File: config.mk
export PLATFORM = sky130hd
export DESIGN_NAME = fifo_wr_arbiter_flat
export DESIGN_NICKNAME = d
export VERILOG_FILES = /design/src/rtl/fifo_wr_arbiter_pkg.sv /design/src/rtl/fifo_wr_arbiter_if.sv /design/src/rtl/fifo_wr_arbiter_rr_pick.sv /design/src/rtl/fifo_wr_arbiter.sv /design/src/flat_wrapper.sv
export SDC_FILE = /design/constraint.sdc
export NUM_CORES = 1
export LEC_CHECK = 0
export BUFFER_PORTS_ARGS = -buffer_cell sky130_fd_sc_hd__clkbuf_2
export CAP_MARGIN = 20
export CORE_MARGIN = 1.5
export CORE_UTILIZATION = 46
export CTS_CLUSTER_DIAMETER = 30
export DETAILED_ROUTE_END_ITERATION = 10
export GPL_TIMING_DRIVEN = 0
export PLACE_DENSITY = 0.86
export RECOVER_POWER = 50
export REMOVE_ABC_BUFFERS = 1
export SLEW_MARGIN = 25
export SYNTH_ARGS = -nofsm -noshare
export SYNTH_HDL_FRONTEND = slang
export SYNTH_SLANG_ARGS = --single-unit
File: constraint.sdc
create_clock -name wrClk -period 2.5 [get_ports wrClk]
set_input_delay 0.125 -clock wrClk [delete_from_list [all_inputs] [get_ports wrClk]]
set_output_delay 0.125 -clock wrClk [all_outputs]
set_load 0.05 [all_outputs]
File: src/rtl/fifo_wr_arbiter_pkg.sv
// Shared types and the rotate-priority pick used by the FIFO write/read arbiters.
// Supports up to MAX_REQ requesters.
package fifo_arb_pkg;

    localparam int MAX_REQ       = 8;
    localparam int DEF_DATA_W    = 8;
    localparam int DEF_MAX_BURST = 4;

    typedef enum logic {IDLE, BURST} arb_state_t;

    typedef struct packed {
        logic       any;
        logic [2:0] idx;
    } pick_t;

    // First set bit scanning upward from ptr, wrapping at n (n need not be a power of two).
    function automatic pick_t rotate_pick(input logic [MAX_REQ-1:0] req,
                                          input int unsigned n,
                                          input int unsigned ptr);
        pick_t       p;
        int unsigned j;
        p.any = 1'b0;
        p.idx = '0;
        for (int unsigned k = 0; k < MAX_REQ; k++) begin
            j = ptr + k;
            if (j >= n) j = j - n;
            if (k < n && !p.any && req[j]) begin
                p.any = 1'b1;
                p.idx = 3'(j);
            end
        end
        return p;
    endfunction

endpackage

File: src/rtl/fifo_wr_arbiter_if.sv
// Producer-side and FIFO-side handshake bundle of the write arbiter.
// slave = arbiter, master = producers plus the FIFO full flag.
interface fifo_wr_arbiter_if #(
    parameter int NUM_REQ = 4,
    parameter int DATA_W  = 8
);
    logic [NUM_REQ-1:0]        req_valid;
    logic [NUM_REQ*DATA_W-1:0] req_data;
    logic [NUM_REQ-1:0]        req_last;
    logic [NUM_REQ-1:0]        req_ready;
    logic                      fifoFull;
    logic                      wrEn;
    logic [DATA_W-1:0]         din;

    modport master (
        output req_valid, req_data, req_last, fifoFull,
        input  req_ready, wrEn, din
    );

    modport slave (
        input  req_valid, req_data, req_last, fifoFull,
        output req_ready, wrEn, din
    );
endinterface

File: src/rtl/fifo_wr_arbiter_rr_pick.sv
// Combinational round-robin selector: lowest set request at or above ptr, wrapping.
// Zero latency; no state, no backpressure.
module rr_pick
    import fifo_arb_pkg::*;
#(
    parameter int NUM_REQ = 4,
    parameter int IDX_W   = $clog2(NUM_REQ)
) (
    input  logic [NUM_REQ-1:0] req,
    input  logic [IDX_W-1:0]   ptr,
    output logic               any,
    output logic [IDX_W-1:0]   idx
);
    pick_t p;

    assign p   = rotate_pick(MAX_REQ'(req), NUM_REQ, 32'(ptr));
    assign any = p.any;
    assign idx = IDX_W'(p.idx);
endmodule

File: src/rtl/fifo_wr_arbiter.sv
// Round-robin, burst-limited scheduler sharing one FIFO write port among NUM_REQ producers.
// 1-cycle arbitration, then zero-latency valid->write; fifoFull stalls the grant in place.
module fifo_wr_arbiter
    import fifo_arb_pkg::*;
#(
    parameter int NUM_REQ   = 4,
    parameter int DATA_W    = DEF_DATA_W,
    parameter int MAX_BURST = DEF_MAX_BURST,
    parameter int CNT_W     = 16,
    parameter int IDX_W     = $clog2(NUM_REQ)
) (
    input  logic                 wrClk,
    input  logic                 rst,
    fifo_wr_arbiter_if.slave     bus,
    output logic [IDX_W-1:0]     gnt_id,
    output logic                 busy,
    output logic [CNT_W-1:0]     wr_count
);
    arb_state_t         state;
    logic [IDX_W-1:0]   rr_ptr;
    logic [3:0]         beat_cnt;
    logic               pick_any;
    logic [IDX_W-1:0]   pick_idx;
    logic               xfer;
    logic               last_beat;
    logic [IDX_W-1:0]   nxt_ptr;
    logic [NUM_REQ-1:0] ready;

    rr_pick #(.NUM_REQ(NUM_REQ), .IDX_W(IDX_W)) u_pick (
        .req (bus.req_valid),
        .ptr (rr_ptr),
        .any (pick_any),
        .idx (pick_idx)
    );

    assign xfer      = (state == BURST) && bus.req_valid[gnt_id] && !bus.fifoFull;
    assign last_beat = bus.req_last[gnt_id] || (beat_cnt == 4'(MAX_BURST - 1));
    assign nxt_ptr   = (gnt_id == IDX_W'(NUM_REQ - 1)) ? '0 : gnt_id + 1'b1;

    always_comb begin
        ready = '0;
        if (xfer) ready[gnt_id] = 1'b1;
    end

    assign bus.req_ready = ready;
    assign bus.wrEn      = xfer;
    assign bus.din       = xfer ? bus.req_data[gnt_id*DATA_W +: DATA_W] : '0;
    assign busy          = (state == BURST);

    always_ff @(posedge wrClk or negedge rst) begin
        if (!rst) begin
            state    <= IDLE;
            rr_ptr   <= '0;
            gnt_id   <= '0;
            beat_cnt <= '0;
            wr_count <= '0;
        end else begin
            if (xfer) wr_count <= wr_count + 1'b1;
            case (state)
                IDLE: begin
                    if (pick_any) begin
                        gnt_id   <= pick_idx;
                        beat_cnt <= '0;
                        state    <= BURST;
                    end
                end
                BURST: begin
                    if (xfer) begin
                        if (last_beat) begin
                            state  <= IDLE;
                            rr_ptr <= nxt_ptr;
                        end else begin
                            beat_cnt <= beat_cnt + 4'd1;
                        end
                    end else if (!bus.req_valid[gnt_id]) begin
                        // Producer went idle: release so the others are not starved.
                        state  <= IDLE;
                        rr_ptr <= nxt_ptr;
                    end
                end
                default: state <= IDLE;
            endcase
        end
    end
endmodule

File: src/flat_wrapper.sv
// flat-port wrapper written by rule: the top's interface ports become plain ports
module fifo_wr_arbiter_flat import fifo_arb_pkg::*;
#(
    parameter int NUM_REQ   = 4,
    parameter int DATA_W    = DEF_DATA_W,
    parameter int MAX_BURST = DEF_MAX_BURST,
    parameter int CNT_W     = 16,
    parameter int IDX_W     = $clog2(NUM_REQ)
)
  (wrClk, rst, gnt_id, busy, wr_count, bus_req_valid, bus_req_data, bus_req_last, bus_fifoFull, bus_req_ready, bus_wrEn, bus_din);
  fifo_wr_arbiter_if #(.NUM_REQ(NUM_REQ), .DATA_W(DATA_W)) bus_i ();
  input  logic wrClk;
  input  logic rst;
  output logic [IDX_W-1:0] gnt_id;
  output logic busy;
  output logic [CNT_W-1:0] wr_count;
  input wire logic [$bits(bus_i.req_valid)-1:0] bus_req_valid;
  input wire logic [$bits(bus_i.req_data)-1:0] bus_req_data;
  input wire logic [$bits(bus_i.req_last)-1:0] bus_req_last;
  input wire logic [$bits(bus_i.fifoFull)-1:0] bus_fifoFull;
  output wire logic [$bits(bus_i.req_ready)-1:0] bus_req_ready;
  output wire logic [$bits(bus_i.wrEn)-1:0] bus_wrEn;
  output wire logic [$bits(bus_i.din)-1:0] bus_din;
  assign bus_i.req_valid = bus_req_valid;
  assign bus_i.req_data = bus_req_data;
  assign bus_i.req_last = bus_req_last;
  assign bus_i.fifoFull = bus_fifoFull;
  assign bus_req_ready = bus_i.req_ready;
  assign bus_wrEn = bus_i.wrEn;
  assign bus_din = bus_i.din;
  fifo_wr_arbiter #(.NUM_REQ(NUM_REQ), .DATA_W(DATA_W), .MAX_BURST(MAX_BURST), .CNT_W(CNT_W), .IDX_W(IDX_W)) u_core (.wrClk(wrClk), .rst(rst), .bus(bus_i), .gnt_id(gnt_id), .busy(busy), .wr_count(wr_count));
endmodule
## Word level (Yosys, flattened, before mapping)

Cells that the tools add are included.
W data, S select, Z words.

- Flip-flop bits (word level): 25
- Input bits: 43
- Output and inout port bits: 32
- Word-level logic and storage cells: 85

- Add/subtract/negate cells: 10
- Magnitude comparators: 10
- Eq/ne operators: 7
- Shifts and indexed selects: 1
- Muxes and demuxes: 37
- Bitwise gates (word level): 1
- Reductions and logical operators: 14

Operator list:

| operator | count |
|---|---|
| $lt A32 B4 Y1 const B | 4 |
| $mux W32 | 4 |
| $mux W4 | 8 |
| $shiftx A32 B6 Y8 | 1 |
| $add A16 B1 Y16 const B | 1 |
| $bmux W1 S3 | 4 |
| $sub A3 B3 Y4 const B | 3 |
| $mux W1 | 11 |
| $ge A3 B3 Y1 const B | 3 |
| $mux W2 | 4 |
| $mux W8 | 1 |
| $ne A2 B2 Y1 const B | 4 |
| $pmux W4 S2 | 1 |
| $add A2 B2 Y3 const B | 2 |
| $logic_and A1 B1 Y1 | 6 |
| $reduce_and A3 Y1 | 2 |
| $add A4 B1 Y4 const B | 1 |
| $bmux W1 S2 | 2 |
| $eq A4 B2 Y1 const B | 1 |
| $logic_not A1 Y1 | 4 |
| $sub A2 B3 Y4 const B | 1 |
| $add A2 B1 Y3 const B | 1 |
| $ge A2 B3 Y1 const B | 1 |
| $lt A2 B3 Y1 const B | 1 |
| 9 further kinds | 9 |

## Logic depth before layout (Yosys ltp)

Gate-level depths: netlist of run 1.

- Depth in word-level cells: 16
- Depth in mapped cells: 5
- Mapped depth without buffers: 5

## Hierarchy

Synthesis of run 1 repeated with hierarchy kept, for this count alone.

- Cells, all modules: 154
- Area total of the unflattened synthesis: 1674.1 um^2

Modules (own cells, without submodules):

| module | times used | cells an instance | area an instance (um^2) |
|---|---|---|---|
| fifo_wr_arbiter | 1 | 139 | 1596.5 |
| rr_pick | 1 | 15 | 77.6 |

## Worst setup path after synthesis of run 1

OpenSTA, ideal clock, no wires.

- Kind: flip-flop to flip-flop
- Start: register u_core.gnt_id[0]
- End: register u_core.wr_count[10]
- Library setup time: 0.144 ns
- Data arrival time: 2.142 ns
- Required time: 2.356 ns
- Slack: 0.215 ns
- Stages on the path, launching flop included: 6
- Buffers on the path: 1
- Period minus slack after synthesis: 2.285 ns
- Cells stage by stage: dfrtp_1 -> mux4_2 -> and2_1 -> buf_2 -> and4_1 -> xor2_1

- Cells in the longest elaborated chain, start to end: 4

Ends and longest elaborated chain:

| item | line | RTL |
|---|---|---|
| from (decl) | fifo_wr_arbiter.sv:15 | `output logic [IDX_W-1:0] gnt_id,` |
| from (signal assigned) | fifo_wr_arbiter.sv:62 | `gnt_id <= pick_idx;` |
| $bmux W1 S2 | fifo_wr_arbiter.sv:36 | `assign xfer = (state == BURST) && bus.req_valid[gnt_id] && !bus.fifoFull;` |
| $mux W1 (not written as such) | fifo_wr_arbiter.sv:36 |  |
| $logic_and A1 B1 Y1 (2 in series) | fifo_wr_arbiter.sv:36 |  |
| via bus_wrEn | flat_wrapper.sv:22 | `output wire logic [$bits(bus_i.wrEn)-1:0] bus_wrEn;` |
| to (signal assigned) | fifo_wr_arbiter.sv:58 | `if (xfer) wr_count <= wr_count + 1'b1;` |
| to (decl) | fifo_wr_arbiter.sv:17 | `output logic [CNT_W-1:0] wr_count` |

The timed path passes the listed nets, and every way through them passes these cells. The select of a mux whose other input is x is not followed.
A chain may end at the register's enable or synchronous reset.

## Worst setup path after layout of run 1

- Start: register u_core.gnt_id[0]
- End: output bus_wrEn

- Cells in the longest elaborated chain, start to end: 4

Ends and longest elaborated chain:

| item | line |
|---|---|
| $bmux W1 S2 | fifo_wr_arbiter.sv:36 |
| $mux W1 (not written as such) | fifo_wr_arbiter.sv:36 |
| $logic_and A1 B1 Y1 (2 in series) | fifo_wr_arbiter.sv:36 |
| to (decl) | flat_wrapper.sv:22 |

Every way passes these cells. The select of a mux whose other input is x is not followed.

==> flow_summary.json, run 1 <==
{
  "ys_seq_area_share_pct": 38.97,
  "crit_type": "flip-flop to output port",
  "drive_above_1_share_pct": 36.87,
  "cts_buffers": 3,
  "io-pin-count": 75,
  "avgSynthCellArea_um2": 11.39,
  "maxCapViolCount": 0,
  "synthAdderAreaFrac_pct": 4.677,
  "antenna_found_initial": 0,
  "p_leak_nw": 1.057,
  "cp-start-kind": "flip-flop",
  "pwr-share-clk_pct": 9.6,
  "gp_congestion": 0.8588,
  "dp.cells": 256,
  "finalHoldViolCount": 0,
  "cpPeakStageDelay_ps": 700,
  "final_cells": 263,
  "synth_compound_area_share_pct": 5.612,
  "netlist_instances": 141,
  "synth_top_family_by_area": "simple AND/OR/NAND/NOR gates",
  "tightest_slew_ps": 1305,
  "met2_length_um": 1759,
  "r2r-start": "u_core.gnt_id[0]",
  "ys_warn_count": 0,
  "antenna_cells": 0,
  "die_w_um": 62.08,
  "multi_input_area_um2": 939.7,
  "min_from": "bus_req_valid[0]",
  "grt_pass1_wl_um": 5658,
  "clk_pin_slew_worst_paths_ps": 140,
  "rows": 21,
  "maxSlewHeadroom_pct": 12.99,
  "synth_top_area_cell": "dfrtp_1",
  "crit_chain": "mux4_2, and2_1, clkbuf_2",
  "p_per_area_nw_per_um2": 945.5,
  "wl_met3_um": 290,
  "wl_met1_um": 1490,
  "design.die.area_um2": 3853,
  "status": "finished clean",
  "design.core.area_um2": 3337,
  "critPathSlowestCell": "mux4_2",
  "start_util_pct": 48.11,
  "hold_ws_ps": 158.5,
  "via_per_inst": 5.270,
  "grt_max_degree": 26,
  "path_buf_inv": 1,
  "maxSlewViolCount": 0,
  "crit_arrival_ps": 2220,
  "fillerInstances": 305,
  "p_comb_share_pct": 55.4,
  "dr.pass1.iters": 4,
  "whs_path_depth": 3,
  "p_switching_uw": 974.5,
  "synth_edf_count": 0,
  "cts_root_buf": "clkbuf_4",
  "period_needed_ps": 2344,
  "worstPathRequired_ps": 2380,
  "p_seq_share_pct": 35.0,
  "grt-ovfl-total": 0,
  "die_h_um": 62.08,
  "irDropWorstVdd_uv": 784.1,
  "synth.area.mux_share_pct": 18.86,
  "vias": 1386,
  "mostFrequentLayoutCell": "clkbuf_2",
  "clock_sinks": 25,
  "tns_ps": 0,
  "routedWlPerCell_um": 13.46,
  "p_sw_share_pct": 50.23,
  "cp_max_fo": 17,
  "grt_usage_pct": 19.91,
  "ys_ff_latch": 25,
  "finalClockSkew_ps": 1.696,
  "drt-total-wl_um": 3540,
  "ys_async_sr_fraction_pct": 100.0,
  "syn_area_um2": 1605,
  "drt_iter0_drc": 53,
  "layout.nets": 267,
  "htree_levels": 1,
  "top_layer": "met3",
  "tritoncts": "yes",
  "p_int_uw": 965.6,
  "fmax_ghz": 0.4266,
  "seqCellArea_um2": 630.6,
  "grt_pass1_vias": 1234,
  "dp_hpwl_um": 2761,
  "final_util_pct": 61.49,
  "synth_top_area_share_pct": 38.97,
  "hold_path.class": "input port to flip-flop",
  "netlist_top_cells_area": "dfrtp_1 39%, mux4_2 13%, and3_1 5.5%",
  "synth.distinct_cells": 38,
  "insertion_delay_ps": 320,
  "synth_xor_area_share_pct": 8.184,
  "final_cell_mix": "58 x clkbuf_2, 23 x dfrtp_1, 16 x clkbuf_1",
  "clock_path_buffers": 2,
  "reg2reg_depth": 5,
  "cp-end-kind": "output port",
  "worstReg2RegEnd": "u_core.beat_cnt[3]",
  "synthFlopType": "dfrtp_1",
  "io_buffers": 74,
  "drtAntennaViolNets": 0,
  "whs_endpoint": "u_core.gnt_id[1]",
  "rrSetupSlack_ps": 410,
  "drc": 0,
  "setup_viol": 0,
  "synth_simple_gate_area_share_pct": 21.20,
  "period_share_pct": 93.75,
  "crit_start": "u_core.gnt_id[0]",
  "rsz0062_at_grt": "false",
  "critPathTopFamily": "multiplexers",
  "syn_to_final_growth_pct": 27.83
}
-- metrics by stage --
stage,setup slack (ps),cell area (um2),power [mW]
after CTS,45.23,2053,1.948
final,156.1,2052,1.940
after floorplan,-215.5,1584,1.484
after global routing,13.73,2052,2.090
after detailed placement,80.53,2012,1.758
after global placement,119.5,2012,1.723
-- what timing repair did --
action / 4_1_cts / 5_1_grt
endpoints found under the setup margin: 13 / 1
resized for setup: 1 / 2
hold endpoints to repair: 25 / 0
hold buffers: 1 / 0
setup buffers: 0 / 2
-- cells in the mapped netlist (4+ instances only) --
master and n:
inv_1 4, ha_1 6, nand3_1 8, nor2_1 4
xnor2_1 7, mux2i_1 4, and3_1 14, xor2_1 8
mux4_2 9, nand2_1 12, dfrtp_1 25
-- flip-flops by register name (all words and copies together) (netlist names) --
name	flops
u_core.gnt_id	2
u_core.busy	1
u_core.rr_ptr	2
u_core.wr_count	16
u_core.beat_cnt	4
-- area by class of cell --
type / count / share of cell area, %
sequential: 25 / 30.73
tap: 46 / 2.805
timing repair buffer: 77 / 18.29
clock inverter: 1 / 0.3659
inverter: 5 / 0.9146
clock buffer: 3 / 1.098
multi-input combinational: 106 / 45.79
-- cell families after synthesis --
| group | Yosys count |
|---|---|
| compound gates | 12 |
| xor+xnor | 15 |
| fa+ha+maj | 6 |
| buf+inv | 10 |
| flops | 25 |
| mux | 17 |
| simple gates | 56 |
-- worst max-delay path by stage --
stage | end | slack, ps | depth (start not counted)
3_3_place_gp | u_core.wr_count[10] | 120 | 4
5_1_grt | bus_wrEn | 10 | 3
6_report | bus_wrEn | 160 | 3
3_5_place_dp | u_core.rr_ptr[0] | 80 | 4
2_1_floorplan | u_core.wr_count[10] | -220 | 4
4_1_cts | bus_wrEn | 50 | 3
-- per-layer routing --
| metal | global-route usage, % | vias to the layer above |
|---|---|---|
| li1 | - | 668 |
| met1 | 25.07 | 657 |
| met2 | 34.23 | 61 |
| met3 | 7.246 | 0 |
| met4 | 1.520 | 0 |
| met5 | 0 | - |
-- worst register-to-register path, cell delays in order (launching register included) --
cell and delay [ps]:
dfrtp_4 620, mux4_2 560, buf_4 170, nor4b_4 310
nand4_1 180, mux2i_1 190
-- power groups by stage --
stage / Clock, mW / Sequential (mW) / Combinational (mW)
2_1_floorplan: 0 / 0.858 / 0.626
3_3_place_gp: 0 / 0.675 / 1.05
3_5_place_dp: 0 / 0.684 / 1.07
4_1_cts: 0.195 / 0.677 / 1.08
5_1_grt: 0.218 / 0.708 / 1.16
6_report: 0.186 / 0.679 / 1.08
Note: power is estimated with default switching activity, not from simulation.
==> inputs of run 2 (changes only) <==
Settings changed: SETUP_SLACK_MARGIN from default to 0.3.
==> run 2 against run 1 <==
Compared with the run above: setup slack better by 270 ps; maximum frequency up 13%; first-iteration DRC count up 21%; critical endpoint is now bus_req_ready[3].
==> flow_summary.json, run 2 (synthesized netlist as in run 1, its figures left out) <==
{
  "status": "finished clean",
  "io-pin-count": 75,
  "finalClockSkew_ps": 10.08,
  "whs_path_depth": 3,
  "p_per_area_nw_per_um2": 967.9,
  "maxSlewHeadroom_pct": 13.05,
  "finalWorstSetupSlack_ps": 421.2,
  "place_area_um2": 2012,
  "cp_max_fo": 12,
  "cts_root_buf": "clkbuf_4",
  "mostFrequentLayoutCell": "clkbuf_2",
  "tns_ps": 0,
  "grt-ovfl-total": 0,
  "rrSetupSlack_ps": 450,
  "maxCapViolCount": 0,
  "r2r-start": "u_core.gnt_id[0]",
  "whs_endpoint": "u_core.gnt_id[1]",
  "syn_to_final_growth_pct": 30.48,
  "critPathSlowestCell": "mux4_2",
  "hold_path.class": "input port to flip-flop",
  "rows": 21,
  "top_register": "u_core.wr_count",
  "dp.cells": 256,
  "io_buffers": 74,
  "design.core.area_um2": 3337,
  "start_util_pct": 48.11,
  "via_per_inst": 5.316,
  "period_share_pct": 83.15,
  "design.die.area_um2": 3853,
  "dp_slack_ps": 80.53,
  "final_area_um2": 2095,
  "worstPathRequired_ps": 2380,
  "crit_type": "flip-flop to output port",
  "drt_iter0_drc": 64,
  "vias": 1414,
  "dr.pass1.iters": 4,
  "clock_sinks": 25,
  "cts_buffers": 3,
  "top_regs": "u_core.wr_count x16, u_core.beat_cnt x4",
  "setup_viol": 0,
  "die_w_um": 62.08,
  "fmax_ghz": 0.4810,
  "tightest_slew_ps": 1304,
  "cp-end-kind": "output port",
  "layout.nets": 270,
  "htree_levels": 1,
  "met2_length_um": 1765,
  "drc": 0,
  "top_layer": "met4",
  "rsz0062_at_grt": "false",
  "insertion_delay_ps": 330,
  "finalHoldViolCount": 0,
  "irDropWorstVdd_uv": 776.0,
  "gp_congestion": 0.8588,
  "reg2reg_depth": 5,
  "grt_usage_pct": 20.57,
  "antenna_found_initial": 0,
  "wl_met3_um": 295,
  "worstReg2RegEnd": "u_core.rr_ptr[1]",
  "die_h_um": 62.08,
  "maxSlewViolCount": 0,
  "drtAntennaViolNets": 0,
  "period_needed_ps": 2079,
  "clock_path_buffers": 2,
  "grt_pass1_wl_um": 5802,
  "clk_pin_slew_worst_paths_ps": 140,
  "grt_max_degree": 26,
  "final_cell_mix": "58 x clkbuf_2, 23 x dfrtp_1, 16 x clkbuf_1",
  "largest_reg_flops": 16,
  "routedWlPerCell_um": 13.78,
  "min_from": "bus_req_valid[0]",
  "tritoncts": "yes",
  "wl_met1_um": 1580,
  "final_cells": 266,
  "p_leak_nw": 1.082,
  "cp-start-kind": "flip-flop",
  "drt-total-wl_um": 3666,
  "cpPeakStageDelay_ps": 580,
  "drive_above_1_share_pct": 38.18,
  "antenna_cells": 0,
  "crit_arrival_ps": 1950,
  "crit_chain": "mux4_2, buf_12, and3_1, clkbuf_2",
  "dp_hpwl_um": 2761,
  "grt_pass1_vias": 1271
}
-- run 2: area by class of cell --
class                   count  area, um2
inverters                   5      18.77
multi-input cells         106      947.2
repair buffers             80      410.4
fillers                   300       1242
flip-flops and latches     25      630.6
well taps                  46      57.56
clock buffers               3      22.52
clock inverters             1      7.507
-- run 2: how the worst max path moves through the flow --
| stage | start | endpoint | slack, ps |
|---|---|---|---|
| 3_3_place_gp | u_core.gnt_id[0] | u_core.wr_count[10] | 120 |
| 5_1_grt | u_core.gnt_id[1] | bus_wrEn | 330 |
| 2_1_floorplan | u_core.gnt_id[0] | u_core.wr_count[10] | -220 |
| 6_report | u_core.gnt_id[0] | bus_req_ready[3] | 420 |
| 3_5_place_dp | u_core.gnt_id[0] | u_core.rr_ptr[0] | 80 |
| 4_1_cts | u_core.gnt_id[0] | bus_req_ready[3] | 420 |
-- run 2: timing repair --
| item | 4_1_cts | 5_1_grt |
|---|---|---|
| hold buffers | 1 | 0 |
| resized for setup | 4 | 1 |
| endpoints found under the setup margin | 28 | 1 |
| setup buffers | 5 | 0 |
| pin swaps | 0 | 0 |
| hold endpoints to repair | 25 | 0 |
-- run 2: critical path, delay by kind of cell, from the launching register on --
family                 cells  cell delay (ps)
DFF                        1              470
buffers and inverters      2              410
muxes                      1              580
and+or+nand+nor            1              170
-- run 2: power by group --
part           internal [mW]  switching (mW)  total, mW
clock                 0.0613           0.130      0.191
combinational          0.464           0.732       1.20
sequential             0.498           0.142      0.640
-- run 2: metrics by stage --
step / total power, mW / hold slack, ps / utilization (%)
floorplan: 1.484 / -170.6 / -
finish: 2.027 / 157.8 / 62.77
detailed placement: 1.758 / 161.2 / 60.29
global route: 2.171 / 173.8 / 62.77
global placement: 1.723 / 156.7 / 60.29
CTS: 2.045 / 140.0 / 63.22
-- run 2: metal layers --
layer	vias up	GRT usage, %
li1	675	-
met1	673	25.75
met2	62	35.71
met3	4	7.246
met4	0	1.520
met5	-	0
